--- src/rtl/bcd_to_byte_pkg.sv ---
// bcd_pkg: shared types and constants for the BCD-to-binary converter.
// Optional build macro used by bcd_to_byte: BCD_SATURA_EN.
package bcd_pkg;

   typedef enum logic [1:0] {
      IDLE,
      DESLOCA,
      FIM
   } estado_t;

   localparam int unsigned BCD_W   = 4;
   localparam int unsigned DIGITOS = 3;
   localparam int unsigned LARGURA = 8;

   localparam logic [3:0] CORRECAO   = 4'd3;
   localparam logic [3:0] LIMIAR     = 4'd8;
   localparam logic [3:0] DIGITO_MAX = 4'd9;

   // True when any packed digit is outside 0..9.
   function automatic logic tem_digito_invalido(input logic [DIGITOS*BCD_W-1:0] bcd);
      logic inv;
      inv = 1'b0;
      for (int unsigned i = 0; i < DIGITOS; i++) begin
         if (bcd[i*BCD_W +: BCD_W] > DIGITO_MAX) inv = 1'b1;
      end
      return inv;
   endfunction

endpackage

--- src/rtl/bcd_to_byte_if.sv ---
// bcd_to_byte_if: start/busy/done handshake, BCD digits in, binary result out.
interface bcd_to_byte_if;
   logic       iniciar;
   logic [3:0] centenas;
   logic [3:0] dezenas;
   logic [3:0] unitarios;
   logic [7:0] dado_byte;
   logic       pronto;
   logic       ocupado;
   logic       overflow;
   logic       digito_invalido;

   modport master (
      output iniciar, centenas, dezenas, unitarios,
      input  dado_byte, pronto, ocupado, overflow, digito_invalido
   );

   modport slave (
      input  iniciar, centenas, dezenas, unitarios,
      output dado_byte, pronto, ocupado, overflow, digito_invalido
   );
endinterface

--- src/rtl/bcd_digit_corrector.sv ---
// bcd_digit_corrector: reverse double-dabble correction for one BCD digit
// (subtract 3 when the shifted digit is 8 or more).
module bcd_digit_corrector
   import bcd_pkg::*;
(
   input  logic [BCD_W-1:0] digito_in,
   output logic [BCD_W-1:0] digito_out
);

   // Conditional subtract-3 after each right shift.
   always_comb begin
      digito_out = digito_in;
      if (digito_in >= LIMIAR) digito_out = digito_in - CORRECAO;
   end

endmodule

--- src/rtl/bcd_to_byte.sv ---
// bcd_to_byte: sequential three-digit BCD to 8-bit binary converter using
// reverse double-dabble, one shift per clock.
// Build macro BCD_SATURA_EN: when defined, an overflowing result reads 8'hFF
// instead of value mod 256.
module bcd_to_byte
   import bcd_pkg::*;
(
   input  logic          clock,
   input  logic          reset_n,
   bcd_to_byte_if.slave  bus
);

   localparam int unsigned BCD_TOT = DIGITOS * BCD_W;
   localparam logic [3:0]  ULTIMO  = 4'(LARGURA - 1);

   estado_t              estado_q, estado_d;
   logic [BCD_TOT-1:0]   bcd_q, bcd_d;
   logic [LARGURA-1:0]   bin_q, bin_d;
   logic [3:0]           cnt_q, cnt_d;
   logic                 inv_chk_q, inv_chk_d;
   logic [7:0]           dado_q, dado_d;
   logic                 pronto_q, pronto_d;
   logic                 ocupado_q, ocupado_d;
   logic                 ovf_q, ovf_d;
   logic                 dinv_q, dinv_d;

   logic [BCD_TOT-1:0]   bcd_desl;
   logic [BCD_TOT-1:0]   bcd_corr;
   logic [LARGURA-1:0]   bin_desl;

   // One step of the 20-bit {bcd,bin} right shift.
   always_comb begin
      bcd_desl = {1'b0, bcd_q[BCD_TOT-1:1]};
      bin_desl = {bcd_q[0], bin_q[LARGURA-1:1]};
   end

   for (genvar g = 0; g < DIGITOS; g++) begin : g_corr
      bcd_digit_corrector u_corr (
         .digito_in  (bcd_desl[g*BCD_W +: BCD_W]),
         .digito_out (bcd_corr[g*BCD_W +: BCD_W])
      );
   end

   // Next-state, datapath and registered-output logic; outputs only move on
   // the edge that enters FIM (the 8th shift), so they use the freshly
   // shifted values rather than the registers.
   always_comb begin
      estado_d  = estado_q;
      bcd_d     = bcd_q;
      bin_d     = bin_q;
      cnt_d     = cnt_q;
      inv_chk_d = inv_chk_q;
      dado_d    = dado_q;
      pronto_d  = 1'b0;
      ocupado_d = ocupado_q;
      ovf_d     = ovf_q;
      dinv_d    = dinv_q;

      unique case (estado_q)
         IDLE: begin
            if (bus.iniciar) begin
               bcd_d     = {bus.centenas, bus.dezenas, bus.unitarios};
               bin_d     = '0;
               cnt_d     = '0;
               inv_chk_d = tem_digito_invalido({bus.centenas, bus.dezenas, bus.unitarios});
               ocupado_d = 1'b1;
               estado_d  = DESLOCA;
            end
         end
         DESLOCA: begin
            bcd_d = bcd_corr;
            bin_d = bin_desl;
            cnt_d = cnt_q + 4'd1;
            if (cnt_q == ULTIMO) begin
               estado_d = FIM;
               pronto_d = 1'b1;
               dinv_d   = inv_chk_q;
               if (inv_chk_q) begin
                  dado_d = '0;
                  ovf_d  = 1'b0;
               end else begin
                  ovf_d = |bcd_corr;
`ifdef BCD_SATURA_EN
                  dado_d = (|bcd_corr) ? 8'hFF : bin_desl;
`else
                  dado_d = bin_desl;
`endif
               end
            end
         end
         FIM: begin
            ocupado_d = 1'b0;
            estado_d  = IDLE;
         end
         default: begin
            ocupado_d = 1'b0;
            estado_d  = IDLE;
         end
      endcase
   end

   // State and output registers with asynchronous active-low clear.
   always_ff @(posedge clock or negedge reset_n) begin
      if (!reset_n) begin
         estado_q  <= IDLE;
         bcd_q     <= '0;
         bin_q     <= '0;
         cnt_q     <= '0;
         inv_chk_q <= 1'b0;
         dado_q    <= '0;
         pronto_q  <= 1'b0;
         ocupado_q <= 1'b0;
         ovf_q     <= 1'b0;
         dinv_q    <= 1'b0;
      end else begin
         estado_q  <= estado_d;
         bcd_q     <= bcd_d;
         bin_q     <= bin_d;
         cnt_q     <= cnt_d;
         inv_chk_q <= inv_chk_d;
         dado_q    <= dado_d;
         pronto_q  <= pronto_d;
         ocupado_q <= ocupado_d;
         ovf_q     <= ovf_d;
         dinv_q    <= dinv_d;
      end
   end

   assign bus.dado_byte       = dado_q;
   assign bus.pronto          = pronto_q;
   assign bus.ocupado         = ocupado_q;
   assign bus.overflow        = ovf_q;
   assign bus.digito_invalido = dinv_q;

endmodule

--- src/flat_wrapper.sv ---
// flat-port wrapper written by rule: the top's interface ports become plain ports
module bcd_to_byte_flat import bcd_pkg::*;
  (clock, reset_n, bus_iniciar, bus_centenas, bus_dezenas, bus_unitarios, bus_dado_byte, bus_pronto, bus_ocupado, bus_overflow, bus_digito_invalido);
  bcd_to_byte_if bus_i ();
  input  logic clock;
  input  logic reset_n;
  input wire logic [$bits(bus_i.iniciar)-1:0] bus_iniciar;
  input wire logic [$bits(bus_i.centenas)-1:0] bus_centenas;
  input wire logic [$bits(bus_i.dezenas)-1:0] bus_dezenas;
  input wire logic [$bits(bus_i.unitarios)-1:0] bus_unitarios;
  output wire logic [$bits(bus_i.dado_byte)-1:0] bus_dado_byte;
  output wire logic [$bits(bus_i.pronto)-1:0] bus_pronto;
  output wire logic [$bits(bus_i.ocupado)-1:0] bus_ocupado;
  output wire logic [$bits(bus_i.overflow)-1:0] bus_overflow;
  output wire logic [$bits(bus_i.digito_invalido)-1:0] bus_digito_invalido;
  assign bus_i.iniciar = bus_iniciar;
  assign bus_i.centenas = bus_centenas;
  assign bus_i.dezenas = bus_dezenas;
  assign bus_i.unitarios = bus_unitarios;
  assign bus_dado_byte = bus_i.dado_byte;
  assign bus_pronto = bus_i.pronto;
  assign bus_ocupado = bus_i.ocupado;
  assign bus_overflow = bus_i.overflow;
  assign bus_digito_invalido = bus_i.digito_invalido;
  bcd_to_byte u_core (.clock(clock), .reset_n(reset_n), .bus(bus_i));
endmodule
--- config.mk ---
export PLATFORM = sky130hd
export DESIGN_NAME = bcd_to_byte_flat
export DESIGN_NICKNAME = d
export VERILOG_FILES = /design/src/rtl/bcd_to_byte_pkg.sv /design/src/rtl/bcd_to_byte_if.sv /design/src/rtl/bcd_digit_corrector.sv /design/src/rtl/bcd_to_byte.sv /design/src/flat_wrapper.sv
export SDC_FILE = /design/constraint.sdc
export NUM_CORES = 1
export LEC_CHECK = 0
export ABC_CLOCK_PERIOD_IN_PS = 1700
export BUFFER_PORTS_ARGS = -buffer_cell sky130_fd_sc_hd__buf_2
export CAP_MARGIN = 20
export CORE_MARGIN = 1.5
export CORE_UTILIZATION = 56
export CTS_CLUSTER_DIAMETER = 60
export DETAILED_ROUTE_END_ITERATION = 8
export PLACE_DENSITY = 0.75
export RECOVER_POWER = 50
export SYNTH_ARGS = -nofsm -noshare
export SYNTH_HDL_FRONTEND = slang
export SYNTH_SLANG_ARGS = --single-unit
export TNS_END_PERCENT = 10
--- constraint.sdc ---
create_clock -name clock -period 1.7 [get_ports clock]
set_input_delay 0.255 -clock clock [delete_from_list [all_inputs] [get_ports clock]]
set_output_delay 0.255 -clock clock [all_outputs]
set_load 0.05 [all_outputs]
==> results.py, run 1 <==
metrics = {
    "outcome": {
        "status": "finished clean",
    },
    "setup_path": {
        "path_cells": "inv_1, ha_1, and4b_1, o211a_1, o211ai_1",
        "start_kind": "flop",
        "path_buf_inv": 1,
        "worstSetupEndpointType": "flop",
        "r2r_end": "u_core.bus.overflow",
        "crit_family": "flip-flops",
        "cp.required_ps": 1970,
        "r2r-start": "u_core.bcd_q[5]",
        "rrSetupSlack_ps": 180,
        "path_max_fanout": 7,
        "reg2regPathDepth": 5,
        "cp_slowest_cell": "dfrtp_1",
        "crit_path_start": "u_core.bcd_q[5]",
        "cp_data_arrival_time_ps": 1800,
        "worstSetupPathType": "flop to flop",
        "slowest_delay_ps": 470,
    },
    "logic_synthesis": {
        "synth_compound_gate_area_share_pct": 24.2,
        "synthFlopType": "dfrtp_1",
        "yosys-mux-area-fraction_pct": 4.02,
        "synth_fa_ha_area_share_pct": 3.24,
        "synth_seq_area_share_pct": 49.3,
        "synth_top_family_by_area": "compound AO/OA/AOI/OAI gates",
        "synth_top_cell_area_share_pct": 49.3,
        "ys_ff_latch": 38,
        "synth_area_leader_cell": "dfrtp_1",
        "synthSimpleGateAreaFrac_pct": 10.4,
        "synth_edf_count": 0,
        "syn_area_um2": 1930,
        "yosys-top-cells-area": "dfrtp_1 49%, o21ai_0 6.0%, o41ai_1 3.6%, ha_1 3.2%, nand2_1 2.7%",
        "yosys_warnings": 0,
        "syn_area_per_cell_um2": 10.6,
        "synthCells": 182,
        "synthDistinctLibCells": 46,
        "async_flop_share_pct": 100,
        "yosys.area_share.xor_xnor_pct": 1.82,
        "syn-num-nets": 202,
    },
    "clock_tree": {
        "clk_pin_slew_ps": 120,
        "numCtsBuffers": 5,
        "htreeDepth": 2,
        "root_buffer": "clkbuf_4",
        "worstSkewPairLatency_ps": 350,
        "clockBufferDepth": 2,
        "cts_sinks": 38,
        "tritoncts": "built",
    },
    "place": {
        "hpwl_mm": 3.16,
        "pre_cts_ws_ps": 210,
        "gp_congestion": 0.836,
        "port_buffers": 26,
    },
    "power": {
        "p_comb_share_pct": 46.6,
        "switching_share_pct": 44.7,
        "p_leak_nw": 1.05,
        "p_int_mw": 2.38,
        "clock_power_share_pct": 13.5,
        "ir_drop_mv": 0.895,
        "p_seq_share_pct": 40.0,
        "p_sw_mw": 1.92,
        "powerDensity_nw_per_um2": 1960,
    },
    "global_route": {
        "grt_antenna_before_repair": 0,
        "overflow": 0,
        "grtUsageTotal_pct": 25.1,
        "grt_first_pass_wirelength_mm": 6.87,
        "grt_max_degree": 20,
        "grt_pass1_vias": 1512,
    },
    "floorplanning": {
        "fp-row-count": 21,
        "initial_core_util_pct": 58.3,
        "fp.dieW_um": 61.7,
        "die_h_um": 61.7,
        "die-area_um2": 3810,
        "ios": 27,
        "core_um2": 3310,
    },
    "sta": {
        "rsz0062_at_grt": "false",
        "report.final.setup_viol": 0,
        "tightest_slew_ps": 1050,
        "fin_hold_ws_ps": 167,
        "finalClockSkew_ps": 12.4,
        "fin_setup_tns_ps": 0,
        "fin_crit_sh_pct": 89.6,
        "drv_slew": 0,
        "clock.fmax_mhz": 656,
        "relSlewSlack_pct": 30.3,
        "worst_slack_ps": 176,
        "final-hold-violation-count": 0,
        "finalCriticalPeriod_ps": 1520,
    },
    "finish": {
        "final_cell_mix": "38 x dfrtp_1, 23 x o21ai_0, 23 x buf_2",
        "diodes": 0,
        "final_common_cell": "dfrtp_1",
        "fin_nets": 235,
        "n_fill_cell": 285,
        "area_growth_pct": 13.7,
        "final_layout_size_suffix_gt1_share_pct": 24.1,
    },
    "routing": {
        "drt_pass1_iterations": 5,
        "drt_wl_total_mm": 4.27,
        "drt_iter0_drc": 90,
        "vias": 1535,
        "ant_nets": 0,
        "viasPerCell": 5.86,
        "wl_per_cell_um": 16.3,
        "post-route-drc-count": 0,
    },
    "worst_hold_path": {
        "hold_depth": 2,
        "hp-class": "input port to flop",
        "min_from": "bus_centenas[3]",
        "min_to": "u_core.bcd_q[11]",
    },
    "run": {
        "cap_violations": 0,
    },
}
-- layer usage --
layer  vias up  routed length, um  GRT usage [%]
li1        726                  -              -
met4         0                 84           11.6
met1       751               1900           32.9
met3        11                216           4.76
met2        47               2080           40.5
met5         -                  0              0
-- power by group through the flow --
stage	sequential [mW]	combinational (mW)	clock (mW)
after floorplan	1.93	1.30	0
final	1.72	2.00	0.579
after global placement	1.70	1.95	0
after CTS	1.71	2.04	0.584
after global routing	1.78	2.18	0.628
after detailed placement	1.73	2.03	0
-- cell usage after synthesis (all sizes together) (2+ instances only) --
cell / n
a21oi: 5
nand2: 14
mux2: 3
nand2b: 2
buf: 11
o21bai: 2
nor2b: 3
o21ai: 25
a22o: 4
clkbuf: 2
inv: 13
nor2: 7
dfrtp: 38
xor2: 2
o22ai: 10
o41ai: 8
nand3b: 2
mux2i: 4
ha: 5
a221oi: 3
a21o: 2
o211a: 2
xnor2: 2
-- registers in the layout, summed over array words and instances (netlist names) --
| name | count |
|---|---|
| u_core.bcd_q | 12 |
| u_core.bus.dado_byte | 8 |
| u_core.bin_q | 7 |
| u_core.cnt_q | 4 |
| u_core.estado_q | 2 |
| u_core.bus.digito_invalido | 1 |
| u_core.bus.ocupado | 1 |
| u_core.bus.overflow | 1 |
| u_core.bus.pronto | 1 |
| u_core.inv_chk_q | 1 |
-- stage by stage --
step	util (%)	power (mW)	cell area, um^2	std cells
finish	66.3	4.30	2190	262
global route	66.3	4.59	2190	262
CTS	66.8	4.33	2210	262
detailed placement	64.1	3.75	2120	253
global placement	64.1	3.65	2120	253
floorplan	-	3.23	1930	182
-- worst register-to-register path: cells and delay by family (launching register included) --
family                     cells  cell delay [ps]
DFF                            1              470
AOI/OAI and AO/OA              2              380
buffers and inverters          1              100
adders and majority gates      1              310
and+or+nand+nor                1              200
-- what timing repair did --
item	in CTS	in global routing
gates resized for setup	0	0
setup buffers	0	0
hold buffers	1	0
hold endpoints to repair	17	0
-- worst max path at each step --
stage | endpoint | slack [ps] | depth (start not counted)
after floorplan | u_core.bus.overflow | 330 | 5
after global placement | u_core.bus.overflow | 290 | 5
after detailed placement | u_core.bus.overflow | 210 | 5
after CTS | u_core.bus.overflow | 180 | 5
after global routing | u_core.bus.dado_byte[0] | 90 | 3
final | u_core.bus.overflow | 180 | 5
-- layout make-up --
cell class,instances,area [um^2],share of cell area (%)
Clock buffer,8,78.8,3.59
Timing Repair Buffer,39,220,10.0
Tap cell,46,57.6,2.62
Sequential cell,38,951,43.3
Multi-Input combinational cell,117,835,38.0
Inverter,14,52.6,2.39
-- kinds of logic (layout without fill, tap and decap cells) --
logic type      Yosys count  in the layout
compound gates           65             65
flops                    38             38
simple gates             36             36
buf+inv                  27             61
mux                       7              7
fa+ha+maj                 5              5
xor+xnor                  4              4
Power figures use the tool's default switching activity.
==> run 2: changes to the inputs <==
Settings changed: CELL_PAD_IN_SITES_DETAIL_PLACEMENT set to 0, CELL_PAD_IN_SITES_GLOBAL_PLACEMENT set to 1, CORE_UTILIZATION 56 to 44.
==> run 2 against run 1 <==
Worst setup slack improved by 18 ps. Sequential cell count did not move. Clock skew fell by 7.7 ps. Combinational power barely moved. Largest cell class unchanged. Critical path type unchanged. Clock power rose by 64%. Sequential power barely moved. Sequential share of layout area fell by 1.3 points.
==> results.py, run 2 (synthesis gave the netlist of run 1 again) <==
metrics = {
    "finish": {
        "final_common_cell": "dfrtp_1",
        "largest_reg_flops": 12,
        "diodes": 0,
        "final_cell_mix": "38 x dfrtp_1, 23 x o21ai_0, 21 x buf_2",
        "fin_util_pct": 55.0,
        "area_growth_pct": 17.3,
        "finalInstanceArea_um2": 2260,
        "fin_nets": 234,
        "regMostFlops": "u_core.bcd_q",
        "final_layout_size_suffix_gt1_share_pct": 24.2,
    },
    "setup_path": {
        "slowest_delay_ps": 460,
        "path_buf_inv": 1,
        "worstSetupPathType": "flop to flop",
        "path_cells": "inv_1, ha_1, and4b_1, o211a_1, o211ai_1",
        "crit_family": "flip-flops",
        "path_max_fanout": 7,
        "cp.required_ps": 1910,
        "cp_slowest_cell": "dfrtp_1",
        "start_kind": "flop",
        "worstSetupEndpointType": "flop",
        "cp_data_arrival_time_ps": 1720,
        "rrSetupSlack_ps": 190,
    },
    "clock_tree": {
        "tritoncts": "built",
        "clockBufferDepth": 2,
        "postCtsSetupBuffers": 0,
        "clk_pin_slew_ps": 80,
        "worstSkewPairLatency_ps": 290,
        "htreeDepth": 2,
        "numCtsBuffers": 5,
        "cts_resized": 0,
        "cts_sinks": 38,
        "root_buffer": "clkbuf_8",
        "postCtsHoldBufs": 0,
    },
    "floorplanning": {
        "fp.dieW_um": 69.2,
        "initial_core_util_pct": 46.9,
        "fp-row-count": 23,
        "core_um2": 4120,
        "die-area_um2": 4790,
        "die_h_um": 69.2,
        "ios": 27,
    },
    "power": {
        "clock_power_share_pct": 20.2,
        "powerDensity_nw_per_um2": 2080,
        "p_int_mw": 2.73,
        "p_comb_share_pct": 42.9,
        "p_sw_mw": 1.96,
        "p_seq_share_pct": 36.9,
        "ir_drop_mv": 0.852,
        "switching_share_pct": 41.8,
        "p_leak_nw": 1.07,
        "finalPower_mw": 4.69,
    },
    "place": {
        "placed_area_um2": 2130,
        "gp_congestion": 0.892,
        "port_buffers": 26,
        "pre_cts_ws_ps": 212,
        "hpwl_mm": 3.08,
    },
    "routing": {
        "dr.max_layer_used": "met4",
        "drt_iter0_drc": 79,
        "m1WireLength_mm": 2.08,
        "dr_wl_met3_um": 152,
        "wl_per_cell_um": 16.3,
        "post-route-drc-count": 0,
        "drt_wl_total_mm": 4.31,
        "vias": 1505,
        "viasPerCell": 5.68,
        "ant_nets": 0,
        "drt_pass1_iterations": 4,
        "wl_met2_mm": 2.04,
    },
    "sta": {
        "fin_crit_sh_pct": 88.6,
        "tightest_slew_ps": 951,
        "drv_slew": 0,
        "finalClockSkew_ps": 4.67,
        "rsz0062_at_grt": "false",
        "final-hold-violation-count": 0,
        "fin_setup_tns_ps": 0,
        "worst_slack_ps": 194,
        "clock.fmax_mhz": 664,
        "report.final.setup_viol": 0,
        "relSlewSlack_pct": 36.6,
        "finalCriticalPeriod_ps": 1510,
    },
    "worst_hold_path": {
        "hp-class": "input port to asynchronous set/reset pin",
    },
    "global_route": {
        "grt_max_degree": 39,
        "grt_antenna_before_repair": 0,
        "overflow": 0,
        "grt_first_pass_wirelength_mm": 7.45,
        "grtUsageTotal_pct": 19.6,
        "grt_pass1_vias": 1528,
    },
    "outcome": {
        "status": "finished clean",
    },
    "run": {
        "cap_violations": 0,
    },
}
==> run 2: changes by cell type in the layout (fill, tap and decap cells not counted) <==
cell           before  now
buf_2              23   21
buf_4              10   11
bufinv_16           0    2
clkbuf_1            4    5
clkbuf_4            5    0
clkbuf_8            3    6
dlygate4sd3_1       1    0
nor2_1              6    5
nor2_4              0    1
==> run 2: worst reg2reg max path, cell delays in order (launching register included) <==
cell and delay, ps:
dfrtp_1 460, inv_1 100, ha_1 300, and4b_1 190, o211a_1 220, o211ai_1 150
==> run 2: cell type report <==
cell class	count	area (um^2)
sequential	38	951
clock inverter	2	60.1
multi-input combinational	117	842
inverter	14	52.6
timing repair buffer	38	211
fill	387	1850
tap	50	62.6
clock buffer	6	82.6
==> run 2: power groups by stage <==
stage | combinational (mW) | sequential, mW | clock (mW)
finish | 2.01 | 1.73 | 0.949
global route | 2.22 | 1.79 | 1.01
CTS | 2.03 | 1.72 | 0.968
detailed placement | 2.03 | 1.73 | 0
global placement | 1.96 | 1.71 | 0
floorplan | 1.30 | 1.93 | 0
==> run 2: through the flow <==
step                      instances  hold slack, ps
final                           265             186
after global routing            265             214
after CTS                       265            21.4
after detailed placement        257             332
after global placement          257             324
after floorplan                 182           -40.6
==> run 2: final timing paths <==
kind                                 start                  end  cells after the start
setup / recovery           u_core.bcd_q[5]  u_core.bus.overflow                      5
hold / removal                     reset_n      u_core.bin_q[5]                      2
setup reg to reg           u_core.bcd_q[5]  u_core.bus.overflow                      5
hold reg to reg            u_core.bin_q[1]      u_core.bin_q[1]                      2
max in group asynchronous          reset_n      u_core.cnt_q[3]                      2
min in group clock         bus_centenas[3]     u_core.bcd_q[11]                      2
==> run 2: layer usage <==
metal / track usage (%) / up-vias
li1: - / 719
met1: 27.2 / 744
met2: 30.9 / 38
met3: 3.63 / 4
met4: 6.54 / 0
met5: 0 / -
==> run 3: changes to the inputs <==
Settings changed: ABC_AREA set to 1, CORE_UTILIZATION 44 to 42.
==> run 3 against run 2 <==
Clock skew is 2.2 ps higher. Via count is 4.1% lower. First-iteration DRC count is 5.1% higher. Final cell count is 6.8% higher. Utilization is 2.8 points lower. Largest power group unchanged.
==> results.py, run 3 <==
metrics = {
    "clock_tree": {
        "cts_sinks": 38,
        "tritoncts": "built",
        "root_buffer": "clkbuf_8",
        "clockBufferDepth": 2,
        "postCtsSetupBuffers": 0,
        "numCtsBuffers": 5,
        "clk_pin_slew_ps": 80,
        "cts_resized": 0,
        "worstSkewPairLatency_ps": 290,
        "htreeDepth": 2,
        "postCtsHoldBufs": 0,
    },
    "logic_synthesis": {
        "synthCells": 202,
        "synth_edf_count": 0,
        "yosys.area_share.xor_xnor_pct": 0.485,
        "synth_commonest_cells": "46 x nand2_1, 38 x dfrtp_1, 29 x inv_1",
        "yosys_warnings": 0,
        "ys_ff_latch": 38,
        "synth_top_cell_area_share_pct": 52.7,
        "synthFlopType": "dfrtp_1",
        "syn_area_um2": 1810,
        "synthSimpleGateAreaFrac_pct": 18.5,
        "async_flop_share_pct": 100,
        "yosys-top-cells-area": "dfrtp_1 53%, nand2_1 9.6%, inv_1 6.0%, o21ai_0 5.0%, o22ai_1 4.9%",
        "synth_top_family_by_area": "simple AND/OR/NAND/NOR gates",
        "synth_seq_area_share_pct": 52.7,
        "synth_compound_gate_area_share_pct": 15.0,
        "syn-num-nets": 222,
        "yosysMostFrequentCell": "nand2_1",
        "synth_fa_ha_area_share_pct": 3.47,
        "synth_area_leader_cell": "dfrtp_1",
        "yosys-mux-area-fraction_pct": 0,
        "syn_area_per_cell_um2": 8.94,
        "synthDistinctLibCells": 24,
    },
    "setup_path": {
        "worstSetupEndpointType": "flop",
        "r2r-start": "u_core.estado_q[0]",
        "path_max_fanout": 19,
        "worstSetupPathType": "flop to flop",
        "cp_slowest_cell": "dfrtp_1",
        "start_kind": "flop",
        "path_buf_inv": 3,
        "cp_data_arrival_time_ps": 1700,
        "slowest_delay_ps": 340,
        "crit_path_start": "u_core.estado_q[0]",
        "crit_family": "buffers and inverters",
        "path_cells": "inv_2, nor2_4, inv_2, buf_4, o21ai_0, o22ai_1",
        "crit_path_frequent_cell": "inv_2",
        "cp.required_ps": 1870,
    },
    "finish": {
        "final_common_cell": "nand2_1",
        "diodes": 0,
        "final_cell_mix": "46 x nand2_1, 38 x dfrtp_1, 30 x inv_1",
        "area_growth_pct": 17.3,
        "n_fill_cell": 371,
        "seq_area_um2": 951,
        "layout.cells.non_filler": 283,
        "largest_reg_flops": 12,
        "multi_input_area_um2": 689,
        "fin_nets": 252,
        "fin_util_pct": 52.2,
        "final_layout_size_suffix_gt1_share_pct": 18.5,
        "regMostFlops": "u_core.bcd_q",
    },
    "floorplanning": {
        "ios": 27,
        "die-area_um2": 4700,
        "die_h_um": 68.6,
        "initial_core_util_pct": 44.5,
        "fp.dieW_um": 68.6,
        "core_um2": 4060,
        "fp-row-count": 23,
    },
    "sta": {
        "fin_crit_sh_pct": 90.0,
        "worst_slack_ps": 170,
        "clock.fmax_mhz": 654,
        "report.final.setup_viol": 0,
        "drv_slew": 0,
        "fin_setup_tns_ps": 0,
        "finalClockSkew_ps": 6.92,
        "relSlewSlack_pct": 37.1,
        "finalCriticalPeriod_ps": 1530,
        "rsz0062_at_grt": "false",
        "tightest_slew_ps": 943,
        "final-hold-violation-count": 0,
    },
    "global_route": {
        "grtUsageTotal_pct": 18.9,
        "grt_pass1_vias": 1412,
        "overflow": 0,
        "grt_max_degree": 39,
        "grt_first_pass_wirelength_mm": 6.47,
        "grt_antenna_before_repair": 0,
    },
    "routing": {
        "wl_per_cell_um": 13.3,
        "drt_iter0_drc": 83,
        "viasPerCell": 5.10,
        "post-route-drc-count": 0,
        "drt_wl_total_mm": 3.76,
        "drt_pass1_iterations": 4,
        "ant_nets": 0,
        "vias": 1443,
    },
    "place": {
        "port_buffers": 26,
        "dp_cells": 275,
        "hpwl_mm": 2.66,
        "pre_cts_ws_ps": 162,
        "gp_congestion": 0.818,
    },
    "power": {
        "powerDensity_nw_per_um2": 2220,
        "p_leak_nw": 1.09,
        "ir_drop_mv": 0.935,
    },
    "run": {
        "cap_violations": 0,
    },
    "worst_hold_path": {
        "hp-class": "input port to asynchronous set/reset pin",
    },
    "outcome": {
        "status": "finished clean",
    },
}
-- run 3: cell types whose count changed in the layout (fill, tap and decap cells not counted), moves of 3 or more --
| cell | change |
|---|---|
| o22ai_1 | +6 |
| nand2_1 | +32 |
| o41ai_1 | -8 |
| nand3_1 | +5 |
| nor2b_1 | -3 |
| nor2_1 | +8 |
| o221ai_1 | +3 |
| o21ai_0 | -5 |
| inv_2 | +3 |
| a22o_1 | -3 |
| buf_4 | -10 |
| mux2i_1 | -4 |
| inv_1 | +17 |
-- run 3: path summary, 6_finish.rpt --
check | endpoint | cells past startpoint | slack, ps
worst max register to register | u_core.bcd_q[8] | 6 | 170
worst min-delay path | u_core.bcd_q[3] | 2 | 170
worst min register to register | u_core.bus.overflow | 2 | 480
min in group clock | u_core.bcd_q[8] | 3 | 230
max in group asynchronous | u_core.inv_chk_q | 2 | 930
worst max-delay path | u_core.bcd_q[8] | 6 | 170
-- run 3: cells by family (layout without fill, tap and decap cells) --
logic type               after synthesis  in the layout
AO/OA/AOI/OAI                         45             45
XOR/XNOR                               1              1
adder cells (fa/ha/maj)                5              5
buffers and inverters                 39             70
flip-flops                            38             38
AND/OR/NAND/NOR                       74             74
-- run 3: per-layer routing --
metal / GRT usage (%) / wire length, um
met2: 29.9 / 1760
met3: 4.87 / 181
met5: 0 / 0
met4: 5.25 / 31
met1: 25.7 / 1790
-- run 3: report_power, final --
| part | switching, mW | internal (mW) |
|---|---|---|
| clock network | 0.319 | 0.626 |
| registers | 0.265 | 1.31 |
| logic | 1.49 | 0.688 |
-- run 3: per-stage QoR --
| stage | power (mW) | hold slack (ps) | area, um^2 |
|---|---|---|---|
| after floorplan | 3.30 | -40.6 | 1810 |
| after global placement | 3.69 | 329 | 1970 |
| after detailed placement | 3.74 | 337 | 1970 |
| after CTS | 4.70 | 22.8 | 2110 |
| after global routing | 5.10 | 249 | 2120 |
| final | 4.70 | 166 | 2120 |
-- run 3: worst reg2reg max path, stage by stage (launching register included) --
cell	delay [ps]
dfrtp_1	340
inv_2	70
nor2_4	310
inv_2	120
buf_4	230
o21ai_0	240
o22ai_1	100
-- run 3: final cells by class --
type                    count  share of cell area (%)
flip-flops and latches     38                    44.9
multi-input cells         125                    32.5
repair buffers             29                    7.03
inverters                  33                    5.85
clock buffers               6                    3.90
well taps                  50                    2.95
clock inverters             2                    2.84
